`config.mk`:
```
export PLATFORM = sky130hd
export DESIGN_NAME = divider
export DESIGN_NICKNAME = d
export VERILOG_FILES = /design/src/rtl/divider.sv
export SDC_FILE = /design/constraint.sdc
export NUM_CORES = 1
export LEC_CHECK = 0
export BUFFER_PORTS_ARGS = -buffer_cell sky130_fd_sc_hd__buf_2
export CORE_MARGIN = 8
export CORE_UTILIZATION = 45
export DETAILED_ROUTE_END_ITERATION = 8
export GPL_ROUTABILITY_DRIVEN = 1
export PLACE_DENSITY = 0.75
export SLEW_MARGIN = 20
export SYNTH_ARGS = -nofsm -noshare
export SYNTH_HDL_FRONTEND = slang
export SYNTH_SLANG_ARGS = --single-unit
```
`constraint.sdc`:
```
create_clock -name clk -period 5.8 [get_ports clk]
set_input_delay 0.58 -clock clk [delete_from_list [all_inputs] [get_ports clk]]
set_output_delay 0.58 -clock clk [all_outputs]
set_load 0.02 [all_outputs]
```
`src/rtl/divider.sv`:
```
// Sequential restoring unsigned divider: 2*WIDTH-bit dividend by WIDTH-bit divisor, one quotient bit per clock.
// Optional macro DIVIDER_DIVZERO_EN: short-circuit a zero divisor in one edge and raise div_zero.
module divider #(
    parameter int WIDTH = 4
) (
    input  logic               clk,
    input  logic               rst_n,
    input  logic               start,
    input  logic [2*WIDTH-1:0] P,
    input  logic [WIDTH-1:0]   D,
    output logic               busy,
    output logic               done,
    output logic [2*WIDTH-1:0] Q,
    output logic [WIDTH-1:0]   R,
    output logic               div_zero
);

    localparam int            CW       = $clog2(2 * WIDTH + 1);
    localparam logic [CW-1:0] CNT_INIT = CW'(2 * WIDTH);
    localparam logic [CW-1:0] CNT_ONE  = CW'(1);

    typedef enum logic [1:0] {
        IDLE,
        RUN,
        DZERO
    } state_t;

    state_t             state;
    logic [2*WIDTH-1:0] dvd;      // dividend bits shift out the top, quotient bits shift in the bottom
    logic [WIDTH-1:0]   dsr;
    logic [WIDTH-1:0]   rem;
    logic [CW-1:0]      cnt;

    logic [WIDTH:0]     t;
    logic               qbit;
    logic [WIDTH-1:0]   rem_next;

    // NOTE: every always_comb output is assigned on every path, so no latch is inferred.
    always_comb begin
        t        = {rem, dvd[2*WIDTH-1]};
        qbit     = (t >= {1'b0, dsr});
        rem_next = qbit ? WIDTH'(t - {1'b0, dsr}) : t[WIDTH-1:0];
    end

    // NOTE: sequential state uses non-blocking assignments so all registers update from pre-edge values.
    always_ff @(posedge clk or negedge rst_n) begin
        if (!rst_n) begin
            state <= IDLE;
            dvd   <= '0;
            dsr   <= '0;
            rem   <= '0;
            cnt   <= '0;
            busy  <= 1'b0;
            done  <= 1'b0;
            Q     <= '0;
            R     <= '0;
`ifdef DIVIDER_DIVZERO_EN
            div_zero <= 1'b0;
`endif
        end else begin
            done <= 1'b0;
            case (state)
                IDLE: begin
                    if (start) begin
                        dvd <= P;
                        dsr <= D;
                        rem <= '0;
                        cnt <= CNT_INIT;
`ifdef DIVIDER_DIVZERO_EN
                        if (D == '0) begin
                            state <= DZERO;
                        end else begin
                            state <= RUN;
                            busy  <= 1'b1;
                        end
`else
                        state <= RUN;
                        busy  <= 1'b1;
`endif
                    end
                end
                RUN: begin
                    rem <= rem_next;
                    dvd <= {dvd[2*WIDTH-2:0], qbit};
                    cnt <= cnt - CNT_ONE;
                    if (cnt == CNT_ONE) begin
                        Q     <= {dvd[2*WIDTH-2:0], qbit};
                        R     <= rem_next;
                        done  <= 1'b1;
                        busy  <= 1'b0;
                        state <= IDLE;
`ifdef DIVIDER_DIVZERO_EN
                        div_zero <= 1'b0;
`endif
                    end
                end
                DZERO: begin
                    // Same result the full iteration would give for D=0.
                    Q     <= '1;
                    R     <= dvd[WIDTH-1:0];
                    done  <= 1'b1;
                    state <= IDLE;
`ifdef DIVIDER_DIVZERO_EN
                    div_zero <= 1'b1;
`endif
                end
                default: state <= IDLE;
            endcase
        end
    end

`ifndef DIVIDER_DIVZERO_EN
    assign div_zero = 1'b0;
`endif

endmodule

```
==> run metrics, run 1 <==
status finished clean; maxcap violations 0; Worst EP required 5.22 ns; ANT cells 0; ANT nets after route 0; Wirelength per Cell between 15 and 20 um; Clock Path Buffers 2; Total Wirelength 3.32 mm; Synth Flop Type dfrtp_1; Yosys cell types 33; WHS just under 0.3 ns; synthesized net count roughly 170; crit-path max FO 34; GRT Util Overall 12.2%; synthesis-stage register bit count 34; CP Capture Type primary output; Chip Width 76.3 um; WP buf/inv 1; CTS H-tree depth 2; number of global-route vias before repair approximately 1,200; Worst-path clk slew 0.09 ns; Rel. slew slack roughly a third; cell taking the most area after synthesis dfrtp_1; unrepaired setup endpoints after global routing false; Crit path max-delay family flip-flops; Hold Buf Count CTS 0; vias post-DR ~1,100; Max Slew Vio Count 0; R2R depth 3; Peak VDD IR 0.335 mV; Placer Congestion about 0.81; worst slew pin tran roughly 1 ns; Top Ports 30; Hold Vio Cnt, Final 0; Cells after Synth approximately 140; leakage about 0.91 nW; min Tclk post-route between 2 and 2.5 ns; Setup TNS Final 0 ns; via/cell ratio around 5.1; CTS buffer count 5; drt drc 0; CP max-delay cell dfrtp_1; die area just under 6000 sq um; CTS tree yes; CP Class reg2out; DRT Pass-1 Iters 4; initial core utilization a little under half; Post-CTS Setup Inserts 0; nets@finish ~190; min-delay worst type in2async; Final Cell Area 1860 sq um; Startpoint Class register; Post-synth EDFFs 0; CP cell instances buf_2; Layout Skew between 0.007 and 0.008 ns; # setup viols final 0; IO Port Bufs 28; clock latency on the worst-skew pair between 0.3 and 0.4 ns; global-route wire length before repair 5.67 mm; Post-synth top cells 34 x dfrtp_1, 12 x nand2_1, 12 x o21ai_0; layout cell share with drive strength beyond 1 approximately 29%; Seq/Total Area, Yosys 52.1%; Post-DP Area between 1500 and 2000 sq um; synth warn 0; PwrDens 651 nW/um^2; Area contributors post-synth dfrtp_1 52%, mux2_2 6.9%, mux2i_1 6.7%; CORE AREA ~3600 sq um; f_max between 0.4 and 0.5 GHz; post-synth top area share 52.1%; CTS root buf clkbuf_4; Worst EP arrival between 1.5 and 2 ns; DP Wirelength 2.40 mm; mapped cell area 1630 sq um; CTS sink cnt 34; asr flop ratio synth 100%; final period utilization 38.8%; Post-Syn Area per Cell between 10 and 15 sq um; Worst path depth 1; Die Y about 76 um; post-CTS sizing 0; largest net degree at the start of global routing 35; Row Count 22; Area Growth Syn to Fin 13.9%; Max stage delay on crit path roughly 1 ns; initial DRC count 40; count leader, synth dfrtp_1; gr ovfl total 0; initial antenna violation count 0
layer usage:
metal / wire length [um] / track usage [%] / up-vias
met5: 0 / 0 / -
met4: 78 / 6.35 / 0
met3: 163 / 4.83 / 9
met2: 1640 / 20.3 / 28
met1: 1440 / 13.0 / 537
li1: - / - / 547
worst reg2reg max path: stages, from the launching register on:
cell	delay, ns
dfrtp_1	1.02
nor4bb_2	0.35
buf_4	0.28
mux2_2	0.36
sequential cells by signal (all words and copies together) (netlist names):
name,count
busy,1
dvd,8
R,4
Q,8
done,1
dsr,4
cnt,4
rem,4
logic make-up after synthesis:
| kind of cell | after synthesis | share of synthesized area (%) |
|---|---|---|
| DFF | 34 | 52.1 |
| and+or+nand+nor | 33 | 10.2 |
| xor gates and xnor gates | 3 | 1.61 |
| other | 1 | 0.229 |
| adders and majority gates | 7 | 5.82 |
| AOI/OAI and AO/OA | 27 | 10.5 |
| muxes | 23 | 15.5 |
| buffers and inverters | 16 | 4.13 |
stage by stage:
stage               instances  utilization, %  power [mW]  setup WS (ns)
finish                    219            52.0        1.21           3.55
detailed placement        213            50.6        1.09           3.70
floorplan                 144               -       0.918           3.89
global route              219            52.0        1.31           3.40
global placement          213            50.6        1.05           3.74
CTS                       219            52.0        1.22           3.54
area by class of cell:
class / count / area, sq um
sequential: 34 / 851
multi-input combinational: 94 / 722
inverter: 8 / 30.0
clock buffer: 6 / 51.3
fill: 347 / 1720
tap: 48 / 60.1
timing repair buffer: 29 / 148
power breakdown:
part	total (mW)	leakage [nW]	switching (mW)	internal (mW)
clock	0.128	0.0302	0.0739	0.0546
combinational	0.619	0.478	0.320	0.299
sequential	0.465	0.400	0.104	0.361
total	1.21	0.908	0.497	0.715
worst paths after layout:
path	end	from	slack [ns]
min in group clk	dsr[1]	D[1]	0.44
worst min register to register	Q[3]	Q[3]	0.51
max in group asynchronous	cnt[1]	rst_n	5.02
worst min-delay path	Q[2]	rst_n	0.30
worst max-delay path	busy	busy	3.55
worst max register to register	Q[7]	busy	3.67
cell usage in the layout (no fill, tap or decap), types with 5 or more instances in the layout:
master	count
nand2_1	12
inv_1	8
nor2_1	5
clkbuf_4	5
mux2i_1	11
o21ai_0	12
ha_1	6
mux2_2	10
buf_2	28
dfrtp_1	34
(Power assumes the default switching activity.)
==> run 2: changes to the inputs <==
- clock period: 5.8 -> 2.15 ns (I/O delays scaled with it)
==> run 2 against run 1 <==
Effect of this change:
- via count grew 2.7%
- design area grew 2.8%
- sequential share of layout area shrank 1.2 points
- core utilization grew 1.4 points
- clock power grew to 3.6 times the previous value
- global-route usage shrank 0.093 points
- non-clock buffer count grew 3
- worst hold slack lost 0.22 ns
- combinational power grew to 2.9 times the previous value
- register-to-register slack lost 3.6 ns
==> run metrics, run 2 (synthesis gave the netlist of run 1 again) <==
Worst-path clk slew 0.11 ns (+0.02 ns); initial core utilization 45.7% (unchanged); Post-Place Worst Slack 0.138 ns (-3.57 ns); Clock Path Buffers 2 (unchanged); R2R depth 6 (+3); gr ovfl total 0 (unchanged); # setup viols final 0 (unchanged); via/cell ratio 5.14 (+0.38%); Hold Vio Cnt, Final 0 (unchanged); CTS sink cnt 34 (unchanged); crit-path max FO 5 (-85%); Placer Congestion 0.811 (-0.36%); hold path depth 3; Max Slew Vio Count 0 (unchanged); IO Port Bufs 28 (unchanged); Top Ports 30 (unchanged); Flop pwr share 34.5% (-3.9 points); vias post-DR 1,151 (+2.7%); Peak VDD IR 0.754 mV (+120%); f_max 0.491 GHz; Filler Cell Count 325 (-6.3%); unrepaired setup endpoints after global routing false; Wirelength per Cell 14.8 um (-2.3%); initial antenna violation count 0 (unchanged); switching share of power 40.3% (-0.69 points); CTS H-tree depth 2 (unchanged); largest registers Q (8), dvd (8); CTS buffer count 5 (unchanged); Chip Width 76.3 um (unchanged); min Tclk post-route slightly above 2 ns; min-delay worst type in2reg; drt drc 0 (unchanged); Area Growth Syn to Fin 17.1%; GRT Util Overall 12.1% (-0.093 points); DRT Pass-1 Iters 4 (unchanged); maxcap violations 0 (unchanged); CP Class reg2reg; ANT nets after route 0 (unchanged); CTS tree yes; Worst EP arrival 2.27 ns (+0.60 ns); Net Switching 1.38 mW (+180%); WHS 0.0734 ns (-0.224 ns); Hold Buf Count CTS 1 (+1); DP Wirelength 2.42 mm (+1.0%); Layout Utilization 53.5% (+1.4 points); nets@finish 197 (+1.5%); worst slew pin tran 0.738 ns (-0.267 ns); Layout Skew 0.00612 ns (-0.00147 ns); fin worst setup slack 0.115 ns (-3.44 ns); Setup TNS Final 0 ns (unchanged); Startpoint Class register; CP Capture Type register; Worst EP required 2.39 ns (-2.83 ns); Comb power frac 52.0% (+0.9 points); Rel. slew slack 50.8% (+18 points); clock latency on the worst-skew pair 0.34 ns (about the same); largest net degree at the start of global routing 35 (unchanged); number of global-route vias before repair 1,268 (+3.8%); most frequent cells in the layout 34 x dfrtp_1, 28 x buf_2, 12 x nand2_1, 12 x o21ai_0, 11 x mux2i_1; Post-CTS Setup Inserts 0 (unchanged); CTS root buf clkbuf_4; global-route wire length before repair 5.64 mm (-0.60%); clock share of power 13.5% (+2.9 points); Total Wirelength 3.31 mm (about the same); Die Y 76.3 um (unchanged); Row Count 22 (unchanged); leakage 0.935 nW (+3.0%); post-CTS sizing 0 (unchanged); die area 5820 sq um (unchanged); CORE AREA 3580 sq um (unchanged); Int Pwr 2.04 mW (+190%); ANT cells 0 (unchanged); final period utilization between 90% and 100%; status finished clean; layout cell share with drive strength beyond 1 30.7% (+1.4 points); PwrDens 1790 nW/um^2 (+170%); commonest non-fill, non-tap cell in the layout dfrtp_1; initial DRC count 19 (-53%)
-- run 2: cell count changes in the layout (fill, tap and decap cells not counted), sizes merged --
| cell | previous run | this run |
|---|---|---|
| buf | 29 | 31 |
| dlygate4sd3 | 0 | 1 |
| clkbuf | 6 | 5 |
| bufinv | 0 | 1 |
| clkinv | 0 | 2 |
-- run 2: worst max-delay path, cell delays in order, from the launching register on --
cell and delay, ns:
dfrtp_1 0.41, ha_1 0.36, a21o_1 0.19, a31oi_1 0.22, o21a_4 0.20, mux2_4 0.31, mux2_4 0.25
-- run 2: per-stage QoR --
step	cells	cell area [sq um]	power, mW
floorplan	144	1630	2.48
global placement	215	1830	2.83
detailed placement	215	1830	2.97
CTS	224	1910	3.44
global route	224	1910	3.67
finish	224	1910	3.42
-- run 2: power by group through the flow --
stage	Clock (mW)	Sequential, mW	Combinational, mW
6_report	0.463	1.18	1.78
5_1_grt	0.499	1.22	1.95
4_1_cts	0.475	1.18	1.79
3_5_place_dp	0	1.19	1.78
3_3_place_gp	0	1.17	1.66
2_1_floorplan	0	1.31	1.17
-- run 2: final timing paths --
check	start	to	slack (ns)
max	rem[1]	R[2]	0.11
min	D[1]	dsr[1]	0.07
max reg2reg	rem[1]	R[2]	0.11
min reg2reg	Q[6]	Q[6]	0.51
max in group asynchronous	rst_n	rem[2]	1.22
min in group asynchronous	rst_n	dvd[6]	0.47
-- run 2: per-layer routing --
metal | track usage [%] | routed length [um] | vias to the layer above | share of wire (%)
li1 | - | - | 558 | -
met5 | 0 | 0 | - | 0
met2 | 20.6 | 1660 | 24 | 50
met4 | 7.31 | 90 | 0 | 2.7
met1 | 12.3 | 1410 | 560 | 43
met3 | 4.48 | 148 | 9 | 4.5
-- run 2: layout make-up --
cell class              instances  area, sq um  area share, %
well taps                      48         60.1           3.14
clock inverters                 3         40.0           2.09
multi-input cells              94          722           37.7
inverters                       8         30.0           1.57
flip-flops and latches         34          851           44.5
repair buffers                 32          173           9.03
clock buffers                   5         37.5           1.96
==> run 3: changes to the inputs <==
- CORE_UTILIZATION: 45 -> 54
- CTS_CLUSTER_SIZE: default -> 28
- PLACE_DENSITY: 0.75 -> 0.86
==> run 3 against run 2 <==
Effect of this change:
- core utilization grew 11 points
- critical endpoint unchanged
- largest cell class unchanged
- worst hold slack lost 0.0025 ns
- design area shrank 0.52%
- clock-buffer cell count is the same
- via count shrank 0.61%
- clock skew shrank 0.0032 ns
- sequential power is essentially flat
- register-to-register slack lost 0.02 ns
- critical path depth is the same
- sequential share of layout area grew 0.23 points
- power shrank 0.77%
- first-iteration DRC count grew 140%
==> run metrics, run 3 (synthesis gave the netlist of run 1 again) <==
status finished clean; DRT Pass-1 Iters 4 (unchanged); CORE AREA 2950 sq um (-17%); Die Y 71.0 um (-6.9%); Clock Path Buffers 2 (unchanged); Startpoint Class register; clock latency on the worst-skew pair 0.34 ns (about the same); worst slew pin tran 0.739 ns (+0.00163 ns); Worst EP arrival 2.29 ns (+0.02 ns); layout cell share with drive strength beyond 1 30.7% (unchanged); largest net degree at the start of global routing 35 (unchanged); vias post-DR 1,144 (-0.61%); CTS root buf clkbuf_4; DP Wirelength 2.29 mm (-5.6%); Area Growth Syn to Fin 16.5%; CP Class reg2reg; CTS H-tree depth 2 (unchanged); global-route wire length before repair 5.35 mm (-5.0%); Rel. slew slack 50.7% (-0.11 points); Chip Width 71.0 um (-6.9%); unrepaired setup endpoints after global routing false; die area 5040 sq um (-13%); nets@finish 197 (unchanged); # setup viols final 0 (unchanged); Peak VDD IR 1.12 mV (+49%); Worst-path clk slew 0.10 ns (about the same); GRT Util Overall 13.8% (+1.7 points); initial core utilization 55.3% (+9.7 points); min Tclk post-route 2.06 ns (+0.0231 ns); most frequent cells in the layout 34 x dfrtp_1, 28 x buf_2, 12 x nand2_1, 12 x o21ai_0, 11 x mux2i_1; via/cell ratio 5.47 (+6.5%); Layout Skew 0.00290 ns (-0.00321 ns); IO Port Bufs 28 (unchanged); commonest non-fill, non-tap cell in the layout dfrtp_1; Setup TNS Final 0 ns (unchanged); drt drc 0 (unchanged); gr ovfl total 0 (unchanged); initial antenna violation count 0 (unchanged); Placed Cells 200 (-7.0%); final period utilization 95.7% (+1.1 points); initial DRC count 45 (+26); Non-Filler Instances 209 (-6.7%); min-delay worst type in2reg; largest registers Q (8), dvd (8); CTS tree yes; Top Ports 30 (unchanged); number of global-route vias before repair 1,128 (-11%); crit-path max FO 5 (unchanged); CTS sink cnt 34 (unchanged); ANT nets after route 0 (unchanged); maxcap violations 0 (unchanged); Post-CTS Setup Inserts 0 (unchanged); ANT cells 0 (unchanged); Hold Vio Cnt, Final 0 (unchanged); CTS buffer count 5 (unchanged); f_max 0.486 GHz (-1.1%); Worst EP required 2.38 ns (about the same); Placer Congestion 0.882 (+8.7%); Row Count 20 (-9.1%); Max Slew Vio Count 0 (unchanged); Total Wirelength 3.15 mm (-5.1%); CP Capture Type register; leakage 0.942 nW (+0.67%); Wirelength per Cell 15.0 um (+1.7%); PwrDens 1780 nW/um^2 (-0.24%)
[run 3: repair_timing]
action	4_1_cts	5_1_grt
hold buffers	1	0
endpoints found under the hold margin	34	0
gates resized for setup	0	0
endpoints found under the setup margin	0	0
[run 3: layout make-up]
| cell class | instances | area, sq um |
|---|---|---|
| clock buffer | 5 | 37.5 |
| sequential | 34 | 851 |
| clock inverter | 3 | 40.0 |
| tap | 33 | 41.3 |
| timing repair buffer | 32 | 173 |
| inverter | 8 | 30.0 |
| multi-input combinational | 94 | 731 |
| fill | 230 | 1050 |
[run 3: metal layers]
layer | share of wire [%] | global-route usage (%) | up-vias
met5 | 0 | 0 | -
met4 | 2.3 | 6.24 | 0
met3 | 5.6 | 6.50 | 8
met2 | 49 | 21.5 | 30
met1 | 43 | 15.7 | 546
li1 | - | - | 560
[run 3: final timing paths]
| path | startpoint | to | slack, ns | cells past startpoint |
|---|---|---|---|---|
| worst max-delay path | rem[1] | R[2] | 0.09 | 6 |
| worst min-delay path | D[3] | dsr[3] | 0.07 | 3 |
| worst max register to register | rem[1] | R[2] | 0.09 | 6 |
| worst min register to register | Q[6] | Q[6] | 0.51 | 1 |
| max in group asynchronous | rst_n | dsr[0] | 1.23 | 2 |
| min in group asynchronous | rst_n | Q[2] | 0.45 | 2 |
[run 3: through the flow]
| step | power, mW | area, sq um | utilization [%] | setup WS (ns) | hold slack, ns |
|---|---|---|---|---|---|
| 6_report | 3.39 | 1900 | 64.4 | 0.0914 | 0.0709 |
| 5_1_grt | 3.66 | 1900 | 64.4 | 0.0149 | 0.0808 |
| 4_1_cts | 3.44 | 1900 | 64.4 | 0.0953 | 0.0539 |
| 3_5_place_dp | 2.95 | 1820 | 61.5 | 0.109 | 0.316 |
| 3_3_place_gp | 2.84 | 1820 | 61.5 | 0.200 | 0.302 |
| 2_1_floorplan | 2.48 | 1630 | - | 0.238 | -0.0806 |
[run 3: power by group]
part	internal [mW]	switching [mW]
clock	0.241	0.218
sequential	0.976	0.212
combinational	0.833	0.911
[run 3: critical path, cell delays in order, from the launching register on]
cell,delay [ns]
dfrtp_1,0.42
ha_1,0.35
a21o_1,0.18
a31oi_1,0.23
o21a_4,0.21
mux2_4,0.31
mux2_4,0.25
